$ cat config.mk
export PLATFORM = sky130hd
export DESIGN_NAME = param_register_file
export DESIGN_NICKNAME = d
export VERILOG_FILES = /design/src/rtl/regfile_pkg.sv /design/src/rtl/reg_cell.sv /design/src/rtl/param_register_file.sv
export SDC_FILE = /design/constraint.sdc
export NUM_CORES = 2
export LEC_CHECK = 0
export CELL_PAD_IN_SITES_DETAIL_PLACEMENT = 1
export CELL_PAD_IN_SITES_GLOBAL_PLACEMENT = 2
export CORE_MARGIN = 10
export CORE_UTILIZATION = 40
export DETAILED_ROUTE_END_ITERATION = 10
export HOLD_SLACK_MARGIN = 0.02
export PLACE_DENSITY_LB_ADDON = 0.1
export SLEW_MARGIN = 40
export SYNTH_ARGS = -nofsm -noshare
export SYNTH_HDL_FRONTEND = slang
export SYNTH_SLANG_ARGS = --single-unit
$ cat constraint.sdc
create_clock -name Clock -period 21.7 [get_ports Clock]
set_clock_uncertainty 0.05 [all_clocks]
set_input_delay 5.425 -clock Clock [delete_from_list [all_inputs] [get_ports Clock]]
set_output_delay 5.425 -clock Clock [all_outputs]
set_load 0.02 [all_outputs]
$ cat src/rtl/regfile_pkg.sv
// Shared FunSel codes and next-value / wrap-flag helpers for the register file.
package regfile_pkg;

   // Widest register the helpers support; narrower registers are masked down.
   localparam int unsigned MAX_W = 64;

   localparam logic [2:0] FS_DEC  = 3'b000;
   localparam logic [2:0] FS_INC  = 3'b001;
   localparam logic [2:0] FS_LOAD = 3'b010;
   localparam logic [2:0] FS_CLR  = 3'b011;
   localparam logic [2:0] FS_LDB  = 3'b100;
   localparam logic [2:0] FS_LDH  = 3'b101;
   localparam logic [2:0] FS_SHB  = 3'b110;
   localparam logic [2:0] FS_LDHS = 3'b111;

   // All-ones mask covering the low w bits.
   function automatic logic [MAX_W-1:0] width_mask(input int unsigned w);
      logic [MAX_W-1:0] m;
      if (w >= MAX_W) m = {MAX_W{1'b1}};
      else            m = (MAX_W'(1) << w) - MAX_W'(1);
      return m;
   endfunction

   // Result of applying function fs to a w-bit register holding cur.
   function automatic logic [MAX_W-1:0] next_value(input logic [MAX_W-1:0] cur,
                                                   input logic [MAX_W-1:0] din,
                                                   input logic [2:0]       fs,
                                                   input int unsigned      w);
      logic [MAX_W-1:0] r;
      case (fs)
         FS_DEC:  r = cur - MAX_W'(1);
         FS_INC:  r = cur + MAX_W'(1);
         FS_LOAD: r = din;
         FS_CLR:  r = '0;
         FS_LDB:  r = {{(MAX_W-8){1'b0}}, din[7:0]};
         FS_LDH:  r = {{(MAX_W-16){1'b0}}, din[15:0]};
         FS_SHB:  r = {cur[MAX_W-9:0], din[7:0]};
         default: r = {{(MAX_W-16){din[15]}}, din[15:0]};
      endcase
      return r & width_mask(w);
   endfunction

   // INC of all-ones or DEC of zero wraps around.
   function automatic logic wrap_detect(input logic [MAX_W-1:0] cur,
                                        input logic [2:0]       fs,
                                        input int unsigned      w);
      return ((fs == FS_INC) && (cur == width_mask(w))) ||
             ((fs == FS_DEC) && (cur == '0));
   endfunction

   // Every function other than INC/DEC clears the sticky flag.
   function automatic logic wrap_clears(input logic [2:0] fs);
      return (fs != FS_INC) && (fs != FS_DEC);
   endfunction

endpackage

$ cat src/rtl/reg_cell.sv
// One register plus its sticky wrap flag; swap overrides any write.
module reg_cell
   import regfile_pkg::*;
#(
   parameter int unsigned DATA_WIDTH = 32
) (
   input  logic                  Clock,
   input  logic                  Reset,
   input  logic                  en,
   input  logic [2:0]            funsel,
   input  logic [DATA_WIDTH-1:0] I,
   input  logic [DATA_WIDTH-1:0] swap_in,
   input  logic                  swap_flag_in,
   input  logic                  swap,
   output logic [DATA_WIDTH-1:0] value,
   output logic                  flag,
   output logic [DATA_WIDTH-1:0] next_value_c
);

   logic next_flag_c;

   // Next value and flag: swap first, then enabled write, else hold.
   always_comb begin
      next_value_c = value;
      next_flag_c  = flag;
      if (swap) begin
         next_value_c = swap_in;
         next_flag_c  = swap_flag_in;
      end else if (en) begin
         next_value_c = DATA_WIDTH'(next_value(MAX_W'(value), MAX_W'(I), funsel, DATA_WIDTH));
         if (wrap_detect(MAX_W'(value), funsel, DATA_WIDTH))
            next_flag_c = 1'b1;
         else if (wrap_clears(funsel))
            next_flag_c = 1'b0;
      end
   end

   // Register and flag state.
   always_ff @(posedge Clock or posedge Reset) begin
      if (Reset) begin
         value <= '0;
         flag  <= 1'b0;
      end else begin
         value <= next_value_c;
         flag  <= next_flag_c;
      end
   end

endmodule

$ cat src/rtl/param_register_file.sv
// Parametrised GPR/scratch register file with two registered read ports,
// optional write-to-read bypass, sticky wrap flags and bank swap.
module param_register_file
   import regfile_pkg::*;
#(
   parameter int unsigned DATA_WIDTH = 32,
   parameter int unsigned NUM_GPR    = 4,
   parameter int unsigned NUM_SCR    = 4,
   parameter int unsigned BYPASS     = 1,
   parameter int unsigned SELW       = $clog2(NUM_GPR + NUM_SCR)
) (
   input  logic                          Clock,
   input  logic                          Reset,
   input  logic [DATA_WIDTH-1:0]         I,
   input  logic [2:0]                    FunSel,
   input  logic [NUM_GPR-1:0]            RegSel,
   input  logic [NUM_SCR-1:0]            ScrSel,
   input  logic                          Swap,
   input  logic [SELW-1:0]               OutASel,
   input  logic [SELW-1:0]               OutBSel,
   output logic [DATA_WIDTH-1:0]         OutA,
   output logic [DATA_WIDTH-1:0]         OutB,
   output logic [NUM_GPR+NUM_SCR-1:0]    WrapFlag
);

   localparam int unsigned NREG = NUM_GPR + NUM_SCR;

   logic [DATA_WIDTH-1:0] cur  [NREG];
   logic [DATA_WIDTH-1:0] nxt  [NREG];
   logic [DATA_WIDTH-1:0] src  [NREG];
   logic [DATA_WIDTH-1:0] sw_v [NREG];
   logic                  sw_f [NREG];
   logic                  en_w [NREG];
   logic                  flg  [NREG];
   logic [DATA_WIDTH-1:0] a_c, b_c;

   // Index order: R1..Rn then S1..Sm; enables are MSB-first within each bank.
   for (genvar i = 0; i < int'(NREG); i++) begin : g_cell
      if (i < int'(NUM_GPR)) begin : g_gpr
         assign en_w[i] = RegSel[NUM_GPR-1-i];
         if (i < int'(NUM_SCR)) begin : g_pair
            assign sw_v[i] = cur[i+NUM_GPR];
            assign sw_f[i] = flg[i+NUM_GPR];
         end else begin : g_solo
            assign sw_v[i] = cur[i];
            assign sw_f[i] = flg[i];
         end
      end else begin : g_scr
         assign en_w[i] = ScrSel[NREG-1-i];
         if ((i - int'(NUM_GPR)) < int'(NUM_GPR)) begin : g_pair
            assign sw_v[i] = cur[i-NUM_GPR];
            assign sw_f[i] = flg[i-NUM_GPR];
         end else begin : g_solo
            assign sw_v[i] = cur[i];
            assign sw_f[i] = flg[i];
         end
      end

      reg_cell #(.DATA_WIDTH(DATA_WIDTH)) u_cell (
         .Clock        (Clock),
         .Reset        (Reset),
         .en           (en_w[i]),
         .funsel       (FunSel),
         .I            (I),
         .swap_in      (sw_v[i]),
         .swap_flag_in (sw_f[i]),
         .swap         (Swap),
         .value        (cur[i]),
         .flag         (flg[i]),
         .next_value_c (nxt[i])
      );

      assign WrapFlag[i] = flg[i];
      assign src[i]      = (BYPASS != 0) ? nxt[i] : cur[i];
   end

   // Read muxes; selects beyond the last register return 0.
   always_comb begin
      a_c = '0;
      b_c = '0;
      for (int i = 0; i < int'(NREG); i++) begin
         if (OutASel == SELW'(i)) a_c = src[i];
         if (OutBSel == SELW'(i)) b_c = src[i];
      end
   end

   // Registered read ports.
   always_ff @(posedge Clock or posedge Reset) begin
      if (Reset) begin
         OutA <= '0;
         OutB <= '0;
      end else begin
         OutA <= a_c;
         OutB <= b_c;
      end
   end

endmodule

# Word level (Yosys, flattened, before mapping)
# Cells that the tools add are included.
# Widths: inputs -> output; s select.
# classes
add_sub_neg	16
n_eq_ne	29
n_mux	97
bitwise_logic	8
n_reduce_logical	61
# ops
operator	count
$pmux 32 s7	8
$mux 32	48
$mux 64	16
$eq 32x64->1	8
$add 32x1->32 const B	8
$and 32x32->32	8
$logic_not 32->1	8
$sub 32x1->32 const B	8
$eq 3x3->1 const B	11
$reduce_bool 3->1	9
$mux 1	25
$eq 3x2->1 const B	6
$logic_and 1x1->1	17
$reduce_and 2->1	8
$reduce_bool 2->1	8
$eq 3x1->1 const B	3
$logic_not 3->1	3
$logic_or 1x1->1	8
$ne 3x1->1 const B	1
# word_totals
register_bits	328
in_bits	52
wordCells	229

# Depth between registers and ports, before layout
# logic_depth
word_depth	15
mapped_depth	18
depth_no_buf	16

# Cells and area by module
# Synthesis repeated with hierarchy kept, for this count alone.
# unflattened
cells_unflattened	4650
hier_area_um2	37115.6
# modules_own_cells
module	n_inst	cells_per_inst	area_per_inst_um2	seq_area_each_um2
reg_cell (g_cell[2].u_cell ...)	5	520	3933.8	825.8
param_register_file	1	535	5693.0	1601.5
reg_cell (g_cell[1].u_cell)	1	516	4010.1	825.8
reg_cell (g_cell[0].u_cell)	1	512	3938.8	825.8
reg_cell (g_cell[7].u_cell)	1	487	3804.9	825.8

# Worst setup path before layout
# No wires, ideal clock.
# synth_path
kind	input port to flip-flop
start	input port FunSel[2]
end	register OutB[31]
setup_ns	0.064
t_arrival_ns	15.360
t_required_ns	21.586
slack_ns	6.226
stages	17
path_cell_list	clkbuf_1 -> nor2_1 -> nand2_1 -> clkbuf_1 -> ha_1 -> a21o_1 -> a21oi_1 -> a2bb2oi_1 -> a21oi_2 -> o2111ai_1 -> a21oi_1 -> or4_1 -> o311ai_1 -> mux2_2 -> a21o_1 -> a221oi_1 -> a21o_1
# synth_via
elab_chain_len	15
elab_cells_between_ends	63
cone_classes	eq/ne (6); mux (48); bitwise (8); reduce/logical (1)
# synth_rtl
item	line_no	text
start, declared	param_register_file.sv:15	input logic [2:0] FunSel,
$eq 3x3->1 (tied with other cells)	regfile_pkg.sv:30	case (fs)
$pmux 32 s7	regfile_pkg.sv:30	
$mux 32	reg_cell.sv:29	end else if (en) begin
$mux 32	reg_cell.sv:26	if (swap) begin
$and 32x32->32	regfile_pkg.sv:40	return r & width_mask(w);
$mux 32	reg_cell.sv:29	
$mux 32	reg_cell.sv:26	
$mux 32 (7 in a row)	param_register_file.sv:83	if (OutBSel == SELW'(i)) b_c = src[i];
$mux 32 *	param_register_file.sv:83	
named net b_c[31]	param_register_file.sv:35	logic [DATA_WIDTH-1:0] a_c, b_c;
end signal, assigned	param_register_file.sv:91	OutB <= '0;
end signal, assigned	param_register_file.sv:94	OutB <= b_c;
end, declared	param_register_file.sv:22	output logic [DATA_WIDTH-1:0] OutB,
# The timed path passes the listed nets; every way through them passes the cells marked *. The select of a mux whose other input is x is not followed.
# A chain may end at the register's enable or synchronous reset.

# Final worst setup path
# layout_path
start	input port FunSel[2]
end	register OutA[30]
# layout_via
elab_chain_len	15
elab_cells_between_ends	63
cone_classes	eq/ne (6); mux (48); bitwise (8); reduce/logical (1)
# layout_rtl
item	line_no	text
$eq 3x3->1 (tied with other cells)	regfile_pkg.sv:30	
$pmux 32 s7	regfile_pkg.sv:30	
$mux 32	reg_cell.sv:29	
$mux 32	reg_cell.sv:26	
$and 32x32->32	regfile_pkg.sv:40	
$mux 32	reg_cell.sv:29	
$mux 32	reg_cell.sv:26	
$mux 32 (7 in a row)	param_register_file.sv:82	if (OutASel == SELW'(i)) a_c = src[i];
$mux 32 *	param_register_file.sv:82	
named net a_c[30]	param_register_file.sv:35	
end signal, assigned	param_register_file.sv:90	OutA <= '0;
end signal, assigned	param_register_file.sv:93	OutA <= a_c;
end, declared	param_register_file.sv:21	output logic [DATA_WIDTH-1:0] OutA,
# Marks and branches as above.

==> impl_metrics.csv <==
group,metric,value,unit
placed_design,gp_congestion,1.08,
clock_tree,cts_resized,0,
sta,setup-violations-final,0,
worst_setup_path,r2r_setup_slack,16.78,ns
yosys,synth.avg_cell_area,7.59,um2
yosys,yosys.area_share.xor_xnor,0.0405,
sta,relSlewSlack,0.264,
worst_setup_path,crit_type,"input port to flip-flop",
yosys,yosysUniqueCellTypes,98,
sta,timing.final.max_slew_violations,0,
worst_setup_path,reg2reg_depth,13,
detailed_routing,firstDrtPassIters,7,
placed_design,dpl_cell_area,37300,um2
finish,final_cell_mix,"nand2_1, a21oi_1, o21ai_0",
clock_tree,cts_sinks,328,
detailed_routing,drt_iter0_markers,5878,
worst_setup_path,start_kind,"input port",
sta,fin_crit_sh,0.539,
clock_tree,clk_pin_slew_worst_paths,0.06,ns
worst_setup_path,path_max_fanout,127,
global_route,grt_usage,0.422,
finish,fill_cells,10400,
finish,fin_area,39000,um2
sta,fin_crit,11.69,ns
placed_design,dp_hpwl,162000,um
clock_tree,ctsRootBufferMaster,"clkbuf_16",
detailed_routing,drc_errors,0,
floorplanning,io_pins,124,
sta,setup_tns,0,ns
run,max_cap_viol_count,0,
clock_tree,clockBufferDepth,3,
detailed_routing,post_drt_wl_per_cell,37.6,um
clock_tree,cts_tree,"built",
yosys,synthFlopType,"dfrtp_1",
run_status,status,"finished clean",
clock_tree,cts_buffers,46,
floorplanning,rows,107,
clock_tree,clk_latency,0.65,ns
worst_setup_path,cp-startpoint,"FunSel[2]",
floorplanning,core_area,85500,um2
finish,area_growth,12.7,%
sta,rsz0062_at_grt,"no",
global_route,grt_start_max_net_pins,143,
yosys,ys_seq_area_frac,0.237,
clock_tree,hold_buffers,0,
finish,nets,4876,
yosys,syn_nets,4866,
power,ir_drop,0.0617,mV
yosys,synth_top_family_by_area,"compound AO/OA/AOI/OAI gates",
yosys,async_reset_ff_frac,1.00,
yosys,synth-simple-area-share,0.206,
power,leakage,15.5,nW
hold_path,min_path_type,"flip-flop to flip-flop",
finish,finalNonFillerCells,5763,
finish,mostFrequentLayoutCell,"nand2_1",
sta,tightest_slew,1.10,ns
floorplanning,start_util,0.405,
yosys,netlist_area,34600,um2
worst_setup_path,critPathRequiredTime,22.15,ns
global_route,grt_pass1_wl,303000,um
worst_setup_path,timing.rr.end,"OutB[25]",
detailed_routing,drt_wl_total,216000,um
yosys,synth_fa_ha_area_frac,0.0943,
sta,fmax,0.0855,GHz
clock_tree,post-cts-setup-buffers,0,
placed_design,io_buffers,123,
yosys,synth_compound_area_frac,0.340,
finish,drive_gt1_frac,0.0778,
clock_tree,htreeDepth,2,
worst_setup_path,setup.worst_path.end,"OutA[30]",
detailed_routing,antenna_left,0,
floorplanning,die_y,314,um
placed_design,placed_cells,5662,
power,power.density,93.7,nW/um2
yosys,synth-seq-cells,328,
yosys,synth.area.mux_share,0.0345,
global_route,grt_pass1_vias,38900,
worst_setup_path,r2r-start,"g_cell[0].u_cell.value[3]",
sta,final_hold_viol_count,0,
yosys,synth_edf_count,0,
worst_setup_path,critPathCaptureType,"flip-flop",
global_route,antenna_found_initial,19,
detailed_routing,viasPerCell,7.15,
global_route,overflow,0,
yosys,ys_warn_count,0,
floorplanning,die_x,314,um
worst_setup_path,cp.arrival,12.14,ns
floorplanning,dieArea,98700,um2
detailed_routing,num_vias,41200,
yosys,syn_inst,4558,
synthesized netlist by cell type (83+ instances only):
library cell	number	share of area
dfrtp_1	328	0.24
clkbuf_1	213	0.023
nand4_1	107	0.019
a31oi_1	83	0.015
a21oi_1	428	0.062
inv_1	140	0.015
o211ai_1	83	0.018
a21o_1	161	0.035
nor2_1	349	0.038
xnor2_1	106	0.027
nand3_1	108	0.016
or3_1	84	0.015
nand2_1	515	0.056
a211oi_1	100	0.022
o21ai_0	372	0.054
ha_1	248	0.090
state kept, by name (all words and copies together) (netlist names):
signal and count:
g_cell.u_cell.flag 8, OutB 32, OutA 32, g_cell.u_cell.value 256
where the power goes:
group | switching (W) | internal, W | total (W)
registers | 0.000259 | 0.000716 | 0.000975
clock network | 0.000358 | 0.000496 | 0.000854
logic | 0.00119 | 0.000638 | 0.00183
worst max-delay path, stage by stage:
cell and delay [ns]:
clkdlybuf4s50_1 0.72, nor2_4 0.06, buf_4 0.25, nand2_4 0.31
buf_12 0.43, inv_1 0.63, fa_1 0.59, nor2b_1 0.14
o21a_1 0.16, o21ai_0 0.12, a211o_1 0.34, a211oi_1 0.49
o211a_1 0.25, o21ai_0 0.22, o21ai_0 0.30, mux2i_1 0.69
o22a_1 0.27, nor2_1 0.04, o32a_2 0.37
worst min-delay path by stage:
stage	start	end	slack, ns	cells past startpoint
2_1_floorplan	g_cell[4].u_cell.flag	g_cell[0].u_cell.flag	0.43	2
5_1_grt	g_cell[2].u_cell.flag	g_cell[6].u_cell.flag	0.50	2
4_1_cts	g_cell[2].u_cell.flag	g_cell[6].u_cell.flag	0.48	2
6_report	g_cell[1].u_cell.flag	g_cell[5].u_cell.flag	0.47	2
3_3_place_gp	g_cell[1].u_cell.flag	g_cell[5].u_cell.flag	0.46	2
3_5_place_dp	g_cell[1].u_cell.flag	g_cell[5].u_cell.flag	0.46	2
metal layers:
| metal | GRT usage | wire, um | vias to the layer above |
|---|---|---|---|
| met5 | 0 | 104 | - |
| met4 | 0.285 | 17700 | 14 |
| met3 | 0.138 | 27400 | 633 |
| met2 | 0.587 | 85500 | 2732 |
| met1 | 0.549 | 85700 | 20400 |
| li1 | - | - | 17400 |
metrics by stage:
| stage | total power (W) | utilization | hold slack (ns) | setup WS, ns |
|---|---|---|---|---|
| 3_3_place_gp | 0.00268 | 0.433 | 0.457 | 9.45 |
| 2_1_floorplan | 0.00196 | - | 0.426 | 6.23 |
| 5_1_grt | 0.00378 | 0.455 | 0.503 | 9.91 |
| 3_5_place_dp | 0.00270 | 0.436 | 0.458 | 9.75 |
| 4_1_cts | 0.00356 | 0.454 | 0.478 | 10.36 |
| 6_report | 0.00366 | 0.456 | 0.468 | 10.01 |
cells by family (layout without fill, tap and decap cells):
| logic type | Yosys count | in the layout |
|---|---|---|
| AO/OA/AOI/OAI | 1792 | 1792 |
| AND/OR/NAND/NOR | 1512 | 1512 |
| buffers and inverters | 421 | 467 |
| flip-flops | 328 | 328 |
| adder cells (fa/ha/maj) | 256 | 256 |
| XOR/XNOR | 160 | 160 |
| multiplexers | 89 | 89 |
| other | 0 | 15 |
final cells by class:
type / instances / area, um2 / share of cell area
well taps: 1144 / 1430 / 0.0367
diodes: 15 / 37.5 / 0.000962
multi-input cells: 3809 / 25000 / 0.641
repair buffers: 240 / 2160 / 0.0553
inverters: 143 / 547 / 0.0140
clock buffers: 59 / 1260 / 0.0323
clock inverters: 25 / 349 / 0.00895
flip-flops and latches: 328 / 8210 / 0.210
Power figures use the tool's default switching activity.
